`config.mk`:
```
export PLATFORM = sky130hd
export DESIGN_NAME = pipe_hazard_ctrl_flat
export DESIGN_NICKNAME = d
export VERILOG_FILES = /design/src/rtl/pipe_hazard_ctrl_pkg.sv /design/src/rtl/pipe_hazard_ctrl_if.sv /design/src/rtl/pipe_hazard_ctrl_hazard_detect.sv /design/src/rtl/pipe_hazard_ctrl.sv /design/src/flat_wrapper.sv
export SDC_FILE = /design/constraint.sdc
export NUM_CORES = 1
export LEC_CHECK = 0
export ABC_CLOCK_PERIOD_IN_PS = 4910
export CAP_MARGIN = 20
export CORE_UTILIZATION = 34
export DETAILED_ROUTE_END_ITERATION = 7
export PLACE_DENSITY = 0.87
export SLEW_MARGIN = 20
export SYNTH_ARGS = -nofsm -noshare
export SYNTH_HDL_FRONTEND = slang
export SYNTH_SLANG_ARGS = --single-unit
```
`constraint.sdc`:
```
create_clock -name clk -period 4.91 [get_ports clk]
set_input_delay 0.982 -clock clk [delete_from_list [all_inputs] [get_ports clk]]
set_output_delay 0.982 -clock clk [all_outputs]
set_load 0.01 [all_outputs]
```
`src/rtl/pipe_hazard_ctrl_pkg.sv`:
```
// Shared types and constants for the pipeline hazard sequencer: FSM states,
// the per-stage control word and its canned values.
package pipe_hazard_ctrl_pkg;

  typedef enum logic [1:0] {
    StRun     = 2'd0,
    StLuStall = 2'd1,
    StMemWait = 2'd2
  } state_e;

  localparam logic [4:0] RegX0 = 5'd0;

  typedef struct packed {
    logic pc_en;
    logic pc_redirect;
    logic ifid_en;
    logic ifid_flush;
    logic idex_en;
    logic idex_bubble;
    logic exmem_en;
    logic memwb_bubble;
  } ctrl_t;

  localparam ctrl_t CtrlAdvance = '{
    pc_en: 1'b1, pc_redirect: 1'b0, ifid_en: 1'b1, ifid_flush: 1'b0,
    idex_en: 1'b1, idex_bubble: 1'b0, exmem_en: 1'b1, memwb_bubble: 1'b0
  };

  localparam ctrl_t CtrlReset = '{
    pc_en: 1'b0, pc_redirect: 1'b0, ifid_en: 1'b0, ifid_flush: 1'b1,
    idex_en: 1'b0, idex_bubble: 1'b1, exmem_en: 1'b0, memwb_bubble: 1'b1
  };

  // Whole pipe frozen; only MEM/WB advances, carrying a bubble.
  localparam ctrl_t CtrlFreeze = '{
    pc_en: 1'b0, pc_redirect: 1'b0, ifid_en: 1'b0, ifid_flush: 1'b0,
    idex_en: 1'b0, idex_bubble: 1'b0, exmem_en: 1'b0, memwb_bubble: 1'b1
  };

  localparam ctrl_t CtrlRedirect = '{
    pc_en: 1'b1, pc_redirect: 1'b1, ifid_en: 1'b1, ifid_flush: 1'b1,
    idex_en: 1'b1, idex_bubble: 1'b1, exmem_en: 1'b1, memwb_bubble: 1'b0
  };

  // Front end holds; ID/EX still clocks so the bubble is inserted behind the load.
  localparam ctrl_t CtrlLuStall = '{
    pc_en: 1'b0, pc_redirect: 1'b0, ifid_en: 1'b0, ifid_flush: 1'b0,
    idex_en: 1'b1, idex_bubble: 1'b1, exmem_en: 1'b1, memwb_bubble: 1'b0
  };

  function automatic logic [31:0] sat_inc32(input logic [31:0] v);
    return (v == 32'hFFFF_FFFF) ? v : v + 32'd1;
  endfunction

endpackage

```
`src/rtl/pipe_hazard_ctrl_if.sv`:
```
// Bundle of pipeline-state inputs and stage-control outputs of the hazard sequencer.
// master = pipeline datapath side, slave = the sequencer.
interface pipe_hazard_ctrl_if;

  logic [4:0]  ra1_ID;
  logic [4:0]  ra2_ID;
  logic        use_rs1_ID;
  logic        use_rs2_ID;
  logic        memread_EX;
  logic [4:0]  wa_EX;
  logic        br_taken_EX;
  logic        dmem_req_MEM;
  logic        dmem_ready;

  logic        pc_en;
  logic        pc_redirect;
  logic        ifid_en;
  logic        ifid_flush;
  logic        idex_en;
  logic        idex_bubble;
  logic        exmem_en;
  logic        memwb_bubble;
  logic        err_timeout;
  logic [31:0] stall_cnt;
  logic [31:0] flush_cnt;
  logic [31:0] wait_cnt;

  modport master (
    output ra1_ID, ra2_ID, use_rs1_ID, use_rs2_ID, memread_EX, wa_EX,
    output br_taken_EX, dmem_req_MEM, dmem_ready,
    input  pc_en, pc_redirect, ifid_en, ifid_flush, idex_en, idex_bubble,
    input  exmem_en, memwb_bubble, err_timeout, stall_cnt, flush_cnt, wait_cnt
  );

  modport slave (
    input  ra1_ID, ra2_ID, use_rs1_ID, use_rs2_ID, memread_EX, wa_EX,
    input  br_taken_EX, dmem_req_MEM, dmem_ready,
    output pc_en, pc_redirect, ifid_en, ifid_flush, idex_en, idex_bubble,
    output exmem_en, memwb_bubble, err_timeout, stall_cnt, flush_cnt, wait_cnt
  );

endinterface

```
`src/rtl/pipe_hazard_ctrl_hazard_detect.sv`:
```
// Combinational load-use comparator: flags an ID instruction that reads the
// destination of a load currently in EX. x0 never hazards.
module pipe_hazard_ctrl_hazard_detect
  import pipe_hazard_ctrl_pkg::*;
(
  input  logic [4:0] ra1_i,
  input  logic [4:0] ra2_i,
  input  logic       use_rs1_i,
  input  logic       use_rs2_i,
  input  logic       memread_i,
  input  logic [4:0] wa_i,
  output logic       lu_hazard_o
);

  logic rs1_match;
  logic rs2_match;

  always_comb begin
    rs1_match   = use_rs1_i && (ra1_i == wa_i);
    rs2_match   = use_rs2_i && (ra2_i == wa_i);
    lu_hazard_o = memread_i && (wa_i != RegX0) && (rs1_match || rs2_match);
  end

endmodule

```
`src/rtl/pipe_hazard_ctrl.sv`:
```
// Pipeline hazard sequencer: Mealy FSM driving stage enables and flush/bubble strobes.
// Optional perf counters are built only when HAZ_PERF_EN is defined.
module pipe_hazard_ctrl
  import pipe_hazard_ctrl_pkg::*;
#(
  parameter int unsigned LU_STALL_CYC = 1,
  parameter int unsigned MEM_TIMEOUT  = 255
) (
  input logic               clk,
  input logic               rst_n,
  pipe_hazard_ctrl_if.slave bus
);

  localparam int unsigned LuW        = (LU_STALL_CYC > 2) ? $clog2(LU_STALL_CYC) : 1;
  localparam logic [7:0]  TimeoutCmp = 8'(MEM_TIMEOUT);

  state_e         state_q, state_d;
  logic [LuW-1:0] lu_cnt_q, lu_cnt_d;
  logic [7:0]     wait8_q, wait8_d;
  logic           err_q, err_d;
  logic           lu_hazard;
  logic           mem_wait;
  ctrl_t          ctrl;

  pipe_hazard_ctrl_hazard_detect u_hazard_detect (
    .ra1_i       (bus.ra1_ID),
    .ra2_i       (bus.ra2_ID),
    .use_rs1_i   (bus.use_rs1_ID),
    .use_rs2_i   (bus.use_rs2_ID),
    .memread_i   (bus.memread_EX),
    .wa_i        (bus.wa_EX),
    .lu_hazard_o (lu_hazard)
  );

  assign mem_wait = bus.dmem_req_MEM && !bus.dmem_ready;

  always_comb begin
    state_d  = state_q;
    lu_cnt_d = lu_cnt_q;
    wait8_d  = '0;
    ctrl     = CtrlAdvance;
    if (mem_wait) begin
      // A pending branch or load-use is simply re-seen once the pipe moves again.
      ctrl    = CtrlFreeze;
      state_d = StMemWait;
      wait8_d = (wait8_q == 8'hFF) ? wait8_q : wait8_q + 8'd1;
    end else if (bus.br_taken_EX) begin
      ctrl    = CtrlRedirect;
      state_d = StRun;
    end else if (state_q == StLuStall) begin
      ctrl     = CtrlLuStall;
      lu_cnt_d = lu_cnt_q - LuW'(1);
      if (lu_cnt_q == LuW'(1)) begin
        state_d = StRun;
      end
    end else if (lu_hazard) begin
      ctrl = CtrlLuStall;
      if (LU_STALL_CYC > 1) begin
        state_d  = StLuStall;
        lu_cnt_d = LuW'(LU_STALL_CYC - 1);
      end else begin
        state_d = StRun;
      end
    end else begin
      state_d = StRun;
    end
    if (!rst_n) begin
      ctrl = CtrlReset;
    end
  end

  // Timeout flag rises in the same cycle the counter reaches the threshold.
  assign err_d = err_q || (mem_wait && (wait8_d == TimeoutCmp));

  always_ff @(posedge clk) begin
    if (!rst_n) begin
      state_q  <= StRun;
      lu_cnt_q <= '0;
      wait8_q  <= '0;
      err_q    <= 1'b0;
    end else begin
      state_q  <= state_d;
      lu_cnt_q <= lu_cnt_d;
      wait8_q  <= wait8_d;
      err_q    <= err_d;
    end
  end

  assign bus.pc_en        = ctrl.pc_en;
  assign bus.pc_redirect  = ctrl.pc_redirect;
  assign bus.ifid_en      = ctrl.ifid_en;
  assign bus.ifid_flush   = ctrl.ifid_flush;
  assign bus.idex_en      = ctrl.idex_en;
  assign bus.idex_bubble  = ctrl.idex_bubble;
  assign bus.exmem_en     = ctrl.exmem_en;
  assign bus.memwb_bubble = ctrl.memwb_bubble;
  assign bus.err_timeout  = err_q;

`ifdef HAZ_PERF_EN
  logic [31:0] stall_cnt_q;
  logic [31:0] flush_cnt_q;
  logic [31:0] wait_cnt_q;
  logic        stall_ev;

  assign stall_ev = (ctrl == CtrlLuStall);

  always_ff @(posedge clk) begin
    if (!rst_n) begin
      stall_cnt_q <= '0;
      flush_cnt_q <= '0;
      wait_cnt_q  <= '0;
    end else begin
      if (stall_ev)         stall_cnt_q <= sat_inc32(stall_cnt_q);
      if (ctrl.pc_redirect) flush_cnt_q <= sat_inc32(flush_cnt_q);
      if (mem_wait)         wait_cnt_q  <= sat_inc32(wait_cnt_q);
    end
  end

  assign bus.stall_cnt = stall_cnt_q;
  assign bus.flush_cnt = flush_cnt_q;
  assign bus.wait_cnt  = wait_cnt_q;
`else
  assign bus.stall_cnt = 32'd0;
  assign bus.flush_cnt = 32'd0;
  assign bus.wait_cnt  = 32'd0;
`endif

endmodule

```
`src/flat_wrapper.sv`:
```
// flat-port wrapper written by rule: the top's interface ports become plain ports
module pipe_hazard_ctrl_flat import pipe_hazard_ctrl_pkg::*;
#(
  parameter int unsigned LU_STALL_CYC = 1,
  parameter int unsigned MEM_TIMEOUT  = 255
)
  (clk, rst_n, bus_ra1_ID, bus_ra2_ID, bus_use_rs1_ID, bus_use_rs2_ID, bus_memread_EX, bus_wa_EX, bus_br_taken_EX, bus_dmem_req_MEM, bus_dmem_ready, bus_pc_en, bus_pc_redirect, bus_ifid_en, bus_ifid_flush, bus_idex_en, bus_idex_bubble, bus_exmem_en, bus_memwb_bubble, bus_err_timeout, bus_stall_cnt, bus_flush_cnt, bus_wait_cnt);
  pipe_hazard_ctrl_if bus_i ();
  input logic clk;
  input logic rst_n;
  input wire logic [$bits(bus_i.ra1_ID)-1:0] bus_ra1_ID;
  input wire logic [$bits(bus_i.ra2_ID)-1:0] bus_ra2_ID;
  input wire logic [$bits(bus_i.use_rs1_ID)-1:0] bus_use_rs1_ID;
  input wire logic [$bits(bus_i.use_rs2_ID)-1:0] bus_use_rs2_ID;
  input wire logic [$bits(bus_i.memread_EX)-1:0] bus_memread_EX;
  input wire logic [$bits(bus_i.wa_EX)-1:0] bus_wa_EX;
  input wire logic [$bits(bus_i.br_taken_EX)-1:0] bus_br_taken_EX;
  input wire logic [$bits(bus_i.dmem_req_MEM)-1:0] bus_dmem_req_MEM;
  input wire logic [$bits(bus_i.dmem_ready)-1:0] bus_dmem_ready;
  output wire logic [$bits(bus_i.pc_en)-1:0] bus_pc_en;
  output wire logic [$bits(bus_i.pc_redirect)-1:0] bus_pc_redirect;
  output wire logic [$bits(bus_i.ifid_en)-1:0] bus_ifid_en;
  output wire logic [$bits(bus_i.ifid_flush)-1:0] bus_ifid_flush;
  output wire logic [$bits(bus_i.idex_en)-1:0] bus_idex_en;
  output wire logic [$bits(bus_i.idex_bubble)-1:0] bus_idex_bubble;
  output wire logic [$bits(bus_i.exmem_en)-1:0] bus_exmem_en;
  output wire logic [$bits(bus_i.memwb_bubble)-1:0] bus_memwb_bubble;
  output wire logic [$bits(bus_i.err_timeout)-1:0] bus_err_timeout;
  output wire logic [$bits(bus_i.stall_cnt)-1:0] bus_stall_cnt;
  output wire logic [$bits(bus_i.flush_cnt)-1:0] bus_flush_cnt;
  output wire logic [$bits(bus_i.wait_cnt)-1:0] bus_wait_cnt;
  assign bus_i.ra1_ID = bus_ra1_ID;
  assign bus_i.ra2_ID = bus_ra2_ID;
  assign bus_i.use_rs1_ID = bus_use_rs1_ID;
  assign bus_i.use_rs2_ID = bus_use_rs2_ID;
  assign bus_i.memread_EX = bus_memread_EX;
  assign bus_i.wa_EX = bus_wa_EX;
  assign bus_i.br_taken_EX = bus_br_taken_EX;
  assign bus_i.dmem_req_MEM = bus_dmem_req_MEM;
  assign bus_i.dmem_ready = bus_dmem_ready;
  assign bus_pc_en = bus_i.pc_en;
  assign bus_pc_redirect = bus_i.pc_redirect;
  assign bus_ifid_en = bus_i.ifid_en;
  assign bus_ifid_flush = bus_i.ifid_flush;
  assign bus_idex_en = bus_i.idex_en;
  assign bus_idex_bubble = bus_i.idex_bubble;
  assign bus_exmem_en = bus_i.exmem_en;
  assign bus_memwb_bubble = bus_i.memwb_bubble;
  assign bus_err_timeout = bus_i.err_timeout;
  assign bus_stall_cnt = bus_i.stall_cnt;
  assign bus_flush_cnt = bus_i.flush_cnt;
  assign bus_wait_cnt = bus_i.wait_cnt;
  pipe_hazard_ctrl #(.LU_STALL_CYC(LU_STALL_CYC), .MEM_TIMEOUT(MEM_TIMEOUT)) u_core (.clk(clk), .rst_n(rst_n), .bus(bus_i));
endmodule
```
## After elaboration in Yosys (flattened, before gate mapping)

Cells that the tools add are included.

- Logic and storage cells: 23
- RAM bits: 0
- ROM bits: 0
- Output and inout port bits: 105
- Memories: 0
- Register bits after elaboration: 9
- Latch bits: 0
- Input port bits: 23

- Div/mod/pow operators: 0
- Multiply operators: 0
- Equal/unequal tests: 4
- Magnitude comparators: 0
- Reductions and logical operators: 10
- Bitwise operators: 0
- Mux-type cells: 6
- Shift-type cells: 0
- $add $sub $neg: 1

Operators with widths:

| cell | count |
|---|---|
| $mux 8 | 6 |
| $eq 8x8->1 const B | 2 |
| $eq 5x5->1 | 2 |
| $add 8x1->8 const B | 1 |
| $logic_and 1x1->1 | 6 |
| $reduce_bool 5->1 | 1 |
| $logic_or 1x1->1 | 2 |
| $logic_not 1->1 | 1 |

## Depth between registers and ports, before layout

- Depth in word-level cells: 8
- Mapped depth: 6
- Gate-level depth less buffers: 6

## By module

Synthesis repeated with hierarchy kept, for this count alone.

- Cell total of the unflattened synthesis: 185
- Area total of the unflattened synthesis: 1416.4 um2

Modules (own cells, without submodules):

| module | area each (um2) | cells each | sequential area each (um2) | instances |
|---|---|---|---|---|
| pipe_hazard_ctrl | 1282.5 | 168 | 180.2 | 1 |
| pipe_hazard_ctrl_hazard_detect | 133.9 | 17 | 0.0 | 1 |

## Worst setup path after synthesis

No wires, ideal clock.

- Kind: input to output
- Start point: input port bus_wa_EX[1]
- End point: output port bus_pc_en
- Arrival time: 2.011 ns
- Setup slack: 1.917 ns
- Buffers on the path: 1
- Stages on the path: 4
- Cell sequence: or4_1 -> o211ai_1 -> o21a_1 -> buf_4

- Word-level cells in the longest chain between the ends: 8
- Elaborated cells between the ends (all ways): 12
- Those cells by class: 2 x eq/ne; 4 x mux; 6 x reduce/logical

Ends and longest elaborated chain:

| element | line | text |
|---|---|---|
| start: declaration | flat_wrapper.sv:16 | `input wire logic [$bits(bus_i.wa_EX)-1:0] bus_wa_EX;` |
| $eq 5x5->1, on equally long branches | pipe_hazard_ctrl_hazard_detect.sv:19, pipe_hazard_ctrl_hazard_detect.sv:20 |  |
| $logic_and 1x1->1, on equally long branches | pipe_hazard_ctrl_hazard_detect.sv:19, pipe_hazard_ctrl_hazard_detect.sv:20 |  |
| $logic_or 1x1->1 | pipe_hazard_ctrl_hazard_detect.sv:21 | `lu_hazard_o = memread_i && (wa_i != RegX0) && (rs1_match \|\| rs2_match);` |
| $logic_and 1x1->1 (*) | pipe_hazard_ctrl_hazard_detect.sv:21 |  |
| $mux 8 (*) | pipe_hazard_ctrl.sv:56 | `end else if (lu_hazard) begin` |
| $mux 8 (*) | pipe_hazard_ctrl.sv:47 | `end else if (bus.br_taken_EX) begin` |
| $mux 8 (*) | pipe_hazard_ctrl.sv:42 | `if (mem_wait) begin` |
| $mux 8 (*) | pipe_hazard_ctrl.sv:67 | `if (!rst_n) begin` |
| end: declaration | flat_wrapper.sv:20 | `output wire logic [$bits(bus_i.pc_en)-1:0] bus_pc_en;` |

Every way passes the cells marked *; elsewhere a longest branch is shown, timed or not.

## Final worst setup path

Same ends and word-level chain as after synthesis.

==> flow_metrics.py <==
metrics = {
    "setup_path": {
        "path_depth": 5,
        "worstPathMaxFanout": 3,
        "critical_path_buf_inv_count": 2,
        "slowest_stage": "or4_1",
        "crit_top_cell": "clkdlybuf4s50_1",
        "slowest_delay_ps": 560,
        "cp.arrival_ps": 2970,
        "r2r_cells": 6,
        "cp-end-kind": "primary output",
        "required_ps": 3930,
        "critPathTopFamily": "buffers and inverters",
        "startpoint_type": "input pin",
        "critical_path_class": "in -> out",
        "path_cells": "clkdlybuf4s50_1 -> or4_1 -> o211ai_1 -> o21a_1 -> clkdlybuf4s50_1",
    },
    "clock_network": {
        "cts_tree": "done",
        "cts.path.max_buffers": 2,
        "clock_sinks": 9,
        "cts-resized-gates": 0,
        "cts_hold_buf": 0,
        "root_buffer": "clkbuf_8",
        "clk_pin_slew_ps": 40,
        "post_cts_buffers": 0,
        "htree_levels": 1,
        "insertion_delay_ps": 230,
        "numCtsBuffers": 3,
    },
    "logic_synthesis": {
        "syn_inst": 187,
        "synth_top_area_cell": "buf_4",
        "synth_warnings": 0,
        "yosysSeqAreaShare": 0.127,
        "synth_cell_types": 34,
        "syn_area_per_cell_um2": 7.57,
        "synth.cell_area_mm2": 0.00142,
        "ys_seq_elements": 9,
        "synth_top_area_frac": 0.519,
        "synth_area_leaders": "buf_4 (52%), dfxtp_1 (13%), xnor2_1 (6.2%)",
    },
    "sta": {
        "min_period_ps": 3950,
        "setup_viol": 0,
        "final.period_utilization": 0.804,
        "holdWs_ps": 471,
        "rsz0062_at_grt": "false",
        "fin_setup_tns_ps": 0,
        "drv_slew": 0,
        "finalHoldViolCount": 0,
        "fin_skew_ps": 0.262,
        "fmax_ghz": 0.253,
    },
    "global_routing": {
        "grt_pass1_wl_um": 3560,
        "grt_use_total": 0.107,
        "grt_pass1_vias": 804,
        "grt_start_max_net_pins": 9,
        "grt_overflow": 0,
        "grt_antenna_before_repair": 0,
    },
    "worst_hold_path": {
        "hold_path_class": "reg -> reg",
        "min_path_cells": 2,
    },
    "run_status": {
        "status": "complete, no violations",
    },
    "die": {
        "dieHeight_um": 66.5,
        "initial_core_util": 0.354,
        "design.die.area_mm2": 0.00443,
        "die_w_um": 66.5,
        "coreArea_mm2": 0.00400,
        "ios": 128,
        "placement_rows": 23,
    },
    "final_layout": {
        "fillers": 413,
        "syn2layout_area_growth_pct": 2.39,
        "fin_nets": 243,
        "diodes": 0,
        "final_util": 0.363,
        "layout-drive-gt1-share": 0.0321,
    },
    "placement": {
        "portBuffers": 31,
        "gp_congestion": 0.816,
        "dpl.hpwl_um": 1990,
    },
    "job": {
        "drv_cap": 0,
    },
    "power_and_ir_drop": {
        "power_w": 0.000243,
        "p_leak_nw": 0.654,
        "powerDensity_mw_per_mm2": 167,
        "irDropWorstVdd_mv": 0.0667,
    },
    "routing": {
        "viasPerCell": 3.84,
        "num_vias": 1030,
        "route.detailed.drc": 0,
        "wl_per_cell_um": 8.65,
        "antenna_left": 0,
        "dr.pass1.iters": 4,
        "wl_um": 2320,
        "drt_iter0_markers": 38,
    },
}
## cells in the mapped netlist
cell        n
o211ai_1    1
a2111oi_4   1
nand4_1     3
ha_1        1
nand2_1    14
or4_1       1
inv_1       5
nor2_1      6
o221ai_1    1
nor2b_1     2
xnor2_1    10
o21a_1      1
nor3_1      3
a31oi_1     1
a21oi_1     5
xor2_1      2
buf_4      98
a211oi_1    1
o31ai_2     1
buf_2       1
nand2b_1    1
o22ai_1     1
o21ai_1     1
a311oi_2    1
nand3b_1    1
nand3_1     4
o21ai_0     4
o311ai_1    1
or3_1       1
o21bai_1    1
dfxtp_1     9
conb_1      1
and3_1      2
and2_4      1
## sequential cells by signal (all words and copies together) (netlist names)
signal                  flops
u_core.wait8_q              8
u_core.bus.err_timeout      1
## layer usage
| metal | up-vias | part of all wire | global-route usage | routed length, µm |
|---|---|---|---|---|
| met2 | 74 | 0.52 | 0.188 | 1210 |
| met5 | - | 0 | 0 | 0 |
| met1 | 469 | 0.38 | 0.115 | 875 |
| met3 | 7 | 0.076 | 0.0188 | 176 |
| met4 | 0 | 0.023 | 0.0745 | 53 |
| li1 | 480 | - | - | - |
## worst register-to-register path, delay by kind of cell (launching register included)
family	cells	cell delay, ps
flip-flops	1	400
adder cells (fa/ha/maj)	1	260
AO/OA/AOI/OAI	3	650
AND/OR/NAND/NOR	2	350
## area by class of cell
class / instances / area [µm²] / share of cell area
inverter: 5 / 18.8 / 0.0129
tap: 50 / 62.6 / 0.0431
sequential: 9 / 180 / 0.124
timing repair buffer: 31 / 310 / 0.214
multi-input combinational: 169 / 833 / 0.575
clock buffer: 4 / 45.0 / 0.0311
## cell usage in the layout (no fill, tap or decap), drive strengths merged, types with 2 or more instances in the layout
cell / instances
conb: 96
clkdlybuf4s50: 31
nand2: 14
xnor2: 10
dfxtp: 9
nor2: 6
inv: 5
a21oi: 5
o21ai: 5
nand3: 4
clkbuf: 4
nand4: 3
nor3: 3
nor2b: 2
and3: 2
xor2: 2
## final timing paths
check | start | to | slack, ps
worst min-delay path | u_core.bus.err_timeout | u_core.bus.err_timeout | 470
worst max register to register | u_core.wait8_q[0] | u_core.bus.err_timeout | 3170
worst min register to register | u_core.bus.err_timeout | u_core.bus.err_timeout | 470
worst max-delay path | bus_wa_EX[1] | bus_pc_en | 960
## where the power goes
group	switching, W	internal, W	leakage, nW
logic	0.0000507	0.0000310	0.558
clock network	0.0000299	0.0000566	0.0228
registers	0.000000544	0.0000738	0.0726
total	0.0000812	0.000161	0.654
## through the flow
stage | cell area [µm²] | setup slack, ps | std cells
after floorplan | 1770 | 1920 | 282
after global routing | 1450 | 897 | 268
after CTS | 1450 | 954 | 268
after global placement | 1410 | 1060 | 264
final | 1450 | 963 | 268
after detailed placement | 1410 | 961 | 264
## kinds of logic (layout without fill, tap and decap cells)
group                    Yosys count  in the layout  share of synthesized area
buffers and inverters            104             40                      0.536
flip-flops                         9              9                      0.127
XOR/XNOR                          12             12                     0.0742
adder cells (fa/ha/maj)            1              1                    0.00883
other                              1             96                    0.00265
AO/OA/AOI/OAI                     21             21                      0.117
AND/OR/NAND/NOR                   39             39                      0.134
Note: power is estimated with default switching activity, not from simulation.
